==> config.mk <==
export PLATFORM = sky130hd
export DESIGN_NAME = sdram_port_arbiter_flat
export DESIGN_NICKNAME = d
export VERILOG_FILES = /design/src/rtl/sdram_port_arbiter_if.sv /design/src/rtl/sdram_port_arbiter.sv /design/src/flat_wrapper.sv
export SDC_FILE = /design/constraint.sdc
export NUM_CORES = 1
export LEC_CHECK = 0
export ABC_AREA = 1
export BUFFER_PORTS_ARGS = -buffer_cell sky130_fd_sc_hd__buf_2
export CAP_MARGIN = 40
export CELL_PAD_IN_SITES_DETAIL_PLACEMENT = 0
export CELL_PAD_IN_SITES_GLOBAL_PLACEMENT = 1
export CORE_AREA = 2 2 228 230
export CTS_CLUSTER_SIZE = 24
export DETAILED_ROUTE_END_ITERATION = 16
export DIE_AREA = 0 0 230 232
export PLACE_DENSITY_LB_ADDON = 0.1
export SETUP_SLACK_MARGIN = 0.2
export SLEW_MARGIN = 20
export SYNTH_ARGS = -nofsm -noshare
export SYNTH_HDL_FRONTEND = slang
export SYNTH_SLANG_ARGS = --single-unit
==> constraint.sdc <==
create_clock -name clock -period 7.2 [get_ports clock]
set_input_delay 0.36 -clock clock [delete_from_list [all_inputs] [get_ports clock]]
set_output_delay 0.36 -clock clock [all_outputs]
set_load 0.1 [all_outputs]
==> src/rtl/sdram_port_arbiter_if.sv <==
// Bus bundle for the SDRAM port arbiter: fetcher read side, renderer write side
// and the single controller port. The arbiter uses the slave view.
interface sdram_port_arbiter_if #(
   parameter int ADDR_W = 22,
   parameter int DATA_W = 128
);
   logic              new_frame;
   logic              sdram_wait;
   logic              vid_rd;
   logic [ADDR_W-1:0] vid_addr;
   logic              vid_busy;
   logic              vid_ac;
   logic [DATA_W-1:0] vid_data;
   logic              wr_req;
   logic [ADDR_W-1:0] wr_addr;
   logic [DATA_W-1:0] wr_data;
   logic              wr_ac;
   logic              sdram_rd;
   logic              sdram_wr;
   logic [ADDR_W-1:0] sdram_addr;
   logic [DATA_W-1:0] sdram_wdata;
   logic [DATA_W-1:0] sdram_rdata;
   logic              sdram_ac;
   logic              vid_late;

   modport slave (
      input  new_frame, sdram_wait, vid_rd, vid_addr, vid_busy,
             wr_req, wr_addr, wr_data, sdram_rdata, sdram_ac,
      output vid_ac, vid_data, wr_ac, sdram_rd, sdram_wr,
             sdram_addr, sdram_wdata, vid_late
   );

   modport master (
      output new_frame, sdram_wait, vid_rd, vid_addr, vid_busy,
             wr_req, wr_addr, wr_data, sdram_rdata, sdram_ac,
      input  vid_ac, vid_data, wr_ac, sdram_rd, sdram_wr,
             sdram_addr, sdram_wdata, vid_late
   );
endinterface

==> src/rtl/sdram_port_arbiter.sv <==
// Arbitrates the SDRAM controller port between the scanline fetcher (reads,
// strict priority) and the frame renderer (writes), and flags late read grants.
module sdram_port_arbiter #(
   parameter int ADDR_W   = 22,
   parameter int DATA_W   = 128,
   parameter int LATE_MAX = 16
) (
   input  logic                  clock,
   input  logic                  reset,
   sdram_port_arbiter_if.slave   bus
);

   typedef enum logic [1:0] {
      IDLE = 2'd0,
      VID  = 2'd1,
      WR   = 2'd2
   } state_t;

   localparam logic [7:0] LATE_LIM = 8'(LATE_MAX);

   state_t            state_reg,   state_next;
   logic [ADDR_W-1:0] addr_reg,    addr_next;
   logic [DATA_W-1:0] wdata_reg,   wdata_next;
   logic [7:0]        lat_cnt_reg, lat_cnt_next;
   logic              late_reg,    late_next;

   always_ff @(posedge clock or posedge reset) begin
      if (reset) begin
         state_reg   <= IDLE;
         addr_reg    <= '0;
         wdata_reg   <= '0;
         lat_cnt_reg <= '0;
         late_reg    <= 1'b0;
      end else begin
         state_reg   <= state_next;
         addr_reg    <= addr_next;
         wdata_reg   <= wdata_next;
         lat_cnt_reg <= lat_cnt_next;
         late_reg    <= late_next;
      end
   end

   // Arbitration only happens from IDLE; an ack always lands us back in IDLE
   // for one cycle so requesters can update their level requests.
   always_comb begin
      state_next = state_reg;
      addr_next  = addr_reg;
      wdata_next = wdata_reg;
      unique case (state_reg)
         IDLE: begin
            if (!bus.sdram_wait) begin
               if (bus.vid_rd) begin
                  state_next = VID;
                  addr_next  = bus.vid_addr;
               end else if (bus.wr_req && !bus.vid_busy) begin
                  state_next = WR;
                  addr_next  = bus.wr_addr;
                  wdata_next = bus.wr_data;
               end
            end
         end
         VID, WR: begin
            if (bus.sdram_ac) begin
               state_next = IDLE;
            end
         end
         default: state_next = IDLE;
      endcase
   end

   // Counts cycles a read request has waited without being in service.
   always_comb begin
      lat_cnt_next = lat_cnt_reg;
      late_next    = late_reg;
      if (!bus.vid_rd || state_reg == VID) begin
         lat_cnt_next = '0;
      end else if (lat_cnt_reg != 8'hFF) begin
         lat_cnt_next = lat_cnt_reg + 8'd1;
      end
      if (lat_cnt_reg >= LATE_LIM) begin
         late_next = 1'b1;
      end else if (bus.new_frame) begin
         late_next = 1'b0;
      end
   end

   assign bus.sdram_rd    = (state_reg == VID);
   assign bus.sdram_wr    = (state_reg == WR);
   assign bus.sdram_addr  = addr_reg;
   assign bus.sdram_wdata = wdata_reg;
   assign bus.vid_ac      = bus.sdram_ac && (state_reg == VID);
   assign bus.wr_ac       = bus.sdram_ac && (state_reg == WR);
   assign bus.vid_data    = bus.sdram_rdata;
   assign bus.vid_late    = late_reg;

endmodule

==> src/flat_wrapper.sv <==
// flat-port wrapper written by rule: the top's interface ports become plain ports
module sdram_port_arbiter_flat 
#(
   parameter int ADDR_W   = 22,
   parameter int DATA_W   = 128,
   parameter int LATE_MAX = 16
)
  (clock, reset, bus_new_frame, bus_sdram_wait, bus_vid_rd, bus_vid_addr, bus_vid_busy, bus_wr_req, bus_wr_addr, bus_wr_data, bus_sdram_rdata, bus_sdram_ac, bus_vid_ac, bus_vid_data, bus_wr_ac, bus_sdram_rd, bus_sdram_wr, bus_sdram_addr, bus_sdram_wdata, bus_vid_late);
  sdram_port_arbiter_if #(.ADDR_W(ADDR_W), .DATA_W(DATA_W)) bus_i ();
  input  logic clock;
  input  logic reset;
  input wire logic [$bits(bus_i.new_frame)-1:0] bus_new_frame;
  input wire logic [$bits(bus_i.sdram_wait)-1:0] bus_sdram_wait;
  input wire logic [$bits(bus_i.vid_rd)-1:0] bus_vid_rd;
  input wire logic [$bits(bus_i.vid_addr)-1:0] bus_vid_addr;
  input wire logic [$bits(bus_i.vid_busy)-1:0] bus_vid_busy;
  input wire logic [$bits(bus_i.wr_req)-1:0] bus_wr_req;
  input wire logic [$bits(bus_i.wr_addr)-1:0] bus_wr_addr;
  input wire logic [$bits(bus_i.wr_data)-1:0] bus_wr_data;
  input wire logic [$bits(bus_i.sdram_rdata)-1:0] bus_sdram_rdata;
  input wire logic [$bits(bus_i.sdram_ac)-1:0] bus_sdram_ac;
  output wire logic [$bits(bus_i.vid_ac)-1:0] bus_vid_ac;
  output wire logic [$bits(bus_i.vid_data)-1:0] bus_vid_data;
  output wire logic [$bits(bus_i.wr_ac)-1:0] bus_wr_ac;
  output wire logic [$bits(bus_i.sdram_rd)-1:0] bus_sdram_rd;
  output wire logic [$bits(bus_i.sdram_wr)-1:0] bus_sdram_wr;
  output wire logic [$bits(bus_i.sdram_addr)-1:0] bus_sdram_addr;
  output wire logic [$bits(bus_i.sdram_wdata)-1:0] bus_sdram_wdata;
  output wire logic [$bits(bus_i.vid_late)-1:0] bus_vid_late;
  assign bus_i.new_frame = bus_new_frame;
  assign bus_i.sdram_wait = bus_sdram_wait;
  assign bus_i.vid_rd = bus_vid_rd;
  assign bus_i.vid_addr = bus_vid_addr;
  assign bus_i.vid_busy = bus_vid_busy;
  assign bus_i.wr_req = bus_wr_req;
  assign bus_i.wr_addr = bus_wr_addr;
  assign bus_i.wr_data = bus_wr_data;
  assign bus_i.sdram_rdata = bus_sdram_rdata;
  assign bus_i.sdram_ac = bus_sdram_ac;
  assign bus_vid_ac = bus_i.vid_ac;
  assign bus_vid_data = bus_i.vid_data;
  assign bus_wr_ac = bus_i.wr_ac;
  assign bus_sdram_rd = bus_i.sdram_rd;
  assign bus_sdram_wr = bus_i.sdram_wr;
  assign bus_sdram_addr = bus_i.sdram_addr;
  assign bus_sdram_wdata = bus_i.sdram_wdata;
  assign bus_vid_late = bus_i.vid_late;
  sdram_port_arbiter #(.ADDR_W(ADDR_W), .DATA_W(DATA_W), .LATE_MAX(LATE_MAX)) u_core (.clock(clock), .reset(reset), .bus(bus_i));
endmodule
==> summary.txt <==
Final layout
  – Layout Area Growth over Synthesis: 25.8%
  – Share of cells above drive strength 1: 36.3%
  – Number of antenna diodes: 0
  – Final #Nets: 1,399
  – Max reg flops: 128

Synthesis
  – Post-Syn Instances: 888
  – Synth Register Bits: 161
  – Syn nets: 1,202
  – Most common cell in the synthesized netlist: nand2_1
  – Ys async rst share: 100%
  – Area of the mapped netlist: 7780 um2
  – Syn avg cell area: 8.76 um2
  – Post-synthesis sequential area ratio: 51.8%
  – Synth area leaders: dfrtp_1 52%, buf_4 14%, nand2_1 8.6%, o21ai_0 8.4%, inv_1 7.1%
  – Synth area leader: dfrtp_1
  – Distinct cells, synth: 25
  – Share of the synthesized area in the top cell type: 51.8%
  – Post-synth top cells: 178 x nand2_1, 161 x dfrtp_1, 147 x inv_1
  – Synth warn: 0
  – Number of synthesized flops with an enable pin: 0
  – Main flop type after synthesis: dfrtp_1

Timing
  – RSZ-0062 raised after global routing: false
  – FMAX: 419 MHz
  – Worst Skew: 11.8 ps
  – Final period util: 33.1%
  – Worst slew pin tran: 743 ps
  – Tmin final: 2380 ps
  – Fin. max-slew vios: 0
  – Final setup vio count: 0
  – Worst rel slew slack: 50.3%
  – Final Hold Vio Count: 0
  – Setup TNS: 0 ps

Floorplanning
  – DIE WIDTH: 230 um
  – I/O pins: 591
  – Die Ht: 232 um
  – FP Rows: 83
  – Die Area: 53,400 um2
  – CORE AREA: 50,900 um2
  – Initial core utilization: 15.3%

Clock network
  – TritonCTS clock tree: done
  – Sink Count: 161
  – Root buf cell: clkbuf_16
  – # Post-CTS Setup Buffers: 0
  – Clk_lat worst skew: 480 ps
  – Clk slew on worst S/H paths: 70 ps
  – # H-tree levels: 4
  – CTS max path bufs: 2
  – Cts bufs inserted: 17

Global route
  – GRT Resource Usage Total: 10.3%
  – Pin count of the biggest net entering global routing: 76
  – Initial antenna violation count: 1
  – Gr ovfl total: 0
  – First-pass GRT wire length: 39,500 um
  – Vias in the first global route: 6,095

Critical path
  – R2r setup slk: 4820 ps
  – Setup CP Type: reg2reg
  – Max Fanout on Critical Path: 66
  – Req. time, crit path: 7550 ps
  – Worst Path Arrival: 2730 ps
  – Critical path startpoint category: flip-flop
  – Setup crit end kind: flip-flop

Drt
  – WL final: 27,000 um
  – Initial DRC count: 189
  – Drt drc: 0
  – Vias per Instance: 3.36
  – Wire length per cell: 15.2 um
  – First-pass iteration count of the detailed router: 4
  – Post-route antenna net violation count: 0
  – Via Count: 5,968

Flow run
  – Number of max-cap violations: 0

Place
  – Gpl congestion: 0.668
  – PortBufs: 334
  – Dpl hpwl: 20,200 um

Worst hold path
  – Tightest Hold Check Type: in2reg

Run status
  – Outcome: finished clean
-- cell type report --
class	instances	area, um2
well taps	680	851
multi-input cells	415	1960
inverters	148	561
clock inverters	8	126
repair buffers	342	1790
clock buffers	23	478
flip-flops and latches	161	4030
fillers	5843	41100
-- critical path: stages (launching register included) --
cell	delay (ps)
dfrtp_1	400
inv_1	110
ha_1	180
inv_1	70
nor2_4	160
nand3_4	410
buf_4	450
buf_16	250
nand2_1	90
o21ai_0	70
-- kinds of logic after synthesis --
group	synth area share (%)
buffers and inverters	23.0
and+or+nand+nor	12.4
AOI/OAI and AO/OA	11.7
DFF	51.8
adders and majority gates	0.965
xor gates and xnor gates	0.113
-- timing repair --
item	CTS	global route
resized for setup	0	0
hold buffers	1	0
endpoints found under the hold margin	55	0
-- layer usage --
metal / up-vias / part of all wire, % / global-route usage, %
met2: 294 / 46 / 15.5
met3: 69 / 9.2 / 5.18
met4: 2 / 3.7 / 5.48
met1: 2610 / 41 / 11.8
met5: - / 0.048 / 0
li1: 2993 / - / -
-- stage by stage --
step | cells | setup WS, ps | area (um2) | util, % | hold slack (ps)
floorplan | 888 | 2490 | 7780 | - | 467
detailed placement | 1745 | 4460 | 9180 | 18.0 | 467
global route | 1777 | 4490 | 9790 | 19.2 | 64.9
global placement | 1742 | 4290 | 9100 | 17.9 | 463
finish | 1777 | 4820 | 9790 | 19.2 | 107
CTS | 1777 | 4710 | 9790 | 19.2 | 40.2
-- worst paths after layout --
check / startpoint / cells past startpoint / to
hold / removal: bus_wr_data[101] / 3 / u_core.bus.sdram_wdata[101]$_DFFE_PP0P_
setup reg to reg: u_core.state_reg[0]$_DFFE_PP0P_ / 9 / u_core.bus.sdram_wdata[44]$_DFFE_PP0P_
hold reg to reg: u_core.bus.sdram_addr[14]$_DFFE_PP0P_ / 2 / u_core.bus.sdram_addr[14]$_DFFE_PP0P_
setup / recovery: u_core.state_reg[0]$_DFFE_PP0P_ / 9 / u_core.bus.sdram_wdata[44]$_DFFE_PP0P_
min in group asynchronous: reset / 3 / u_core.bus.sdram_wdata[66]$_DFFE_PP0P_
max in group asynchronous: reset / 4 / u_core.bus.sdram_wdata[98]$_DFFE_PP0P_
-- placed cells by master (no fill, tap or decap), drive strengths merged --
cell type,n
clkinvlp,3
or2,22
o21ai,175
inv,149
clkbuf,23
xor2,1
o31ai,1
ha,6
nand2,179
nand4,1
clkinv,1
o2111ai,1
dlygate4sd3,1
dfrtp,161
nor2,14
a21oi,1
bufinv,3
nand3,12
o21bai,2
buf,341
Power is not shown: default switching activity piles up to over one toggle a cycle in this logic, so the estimate is an artifact.
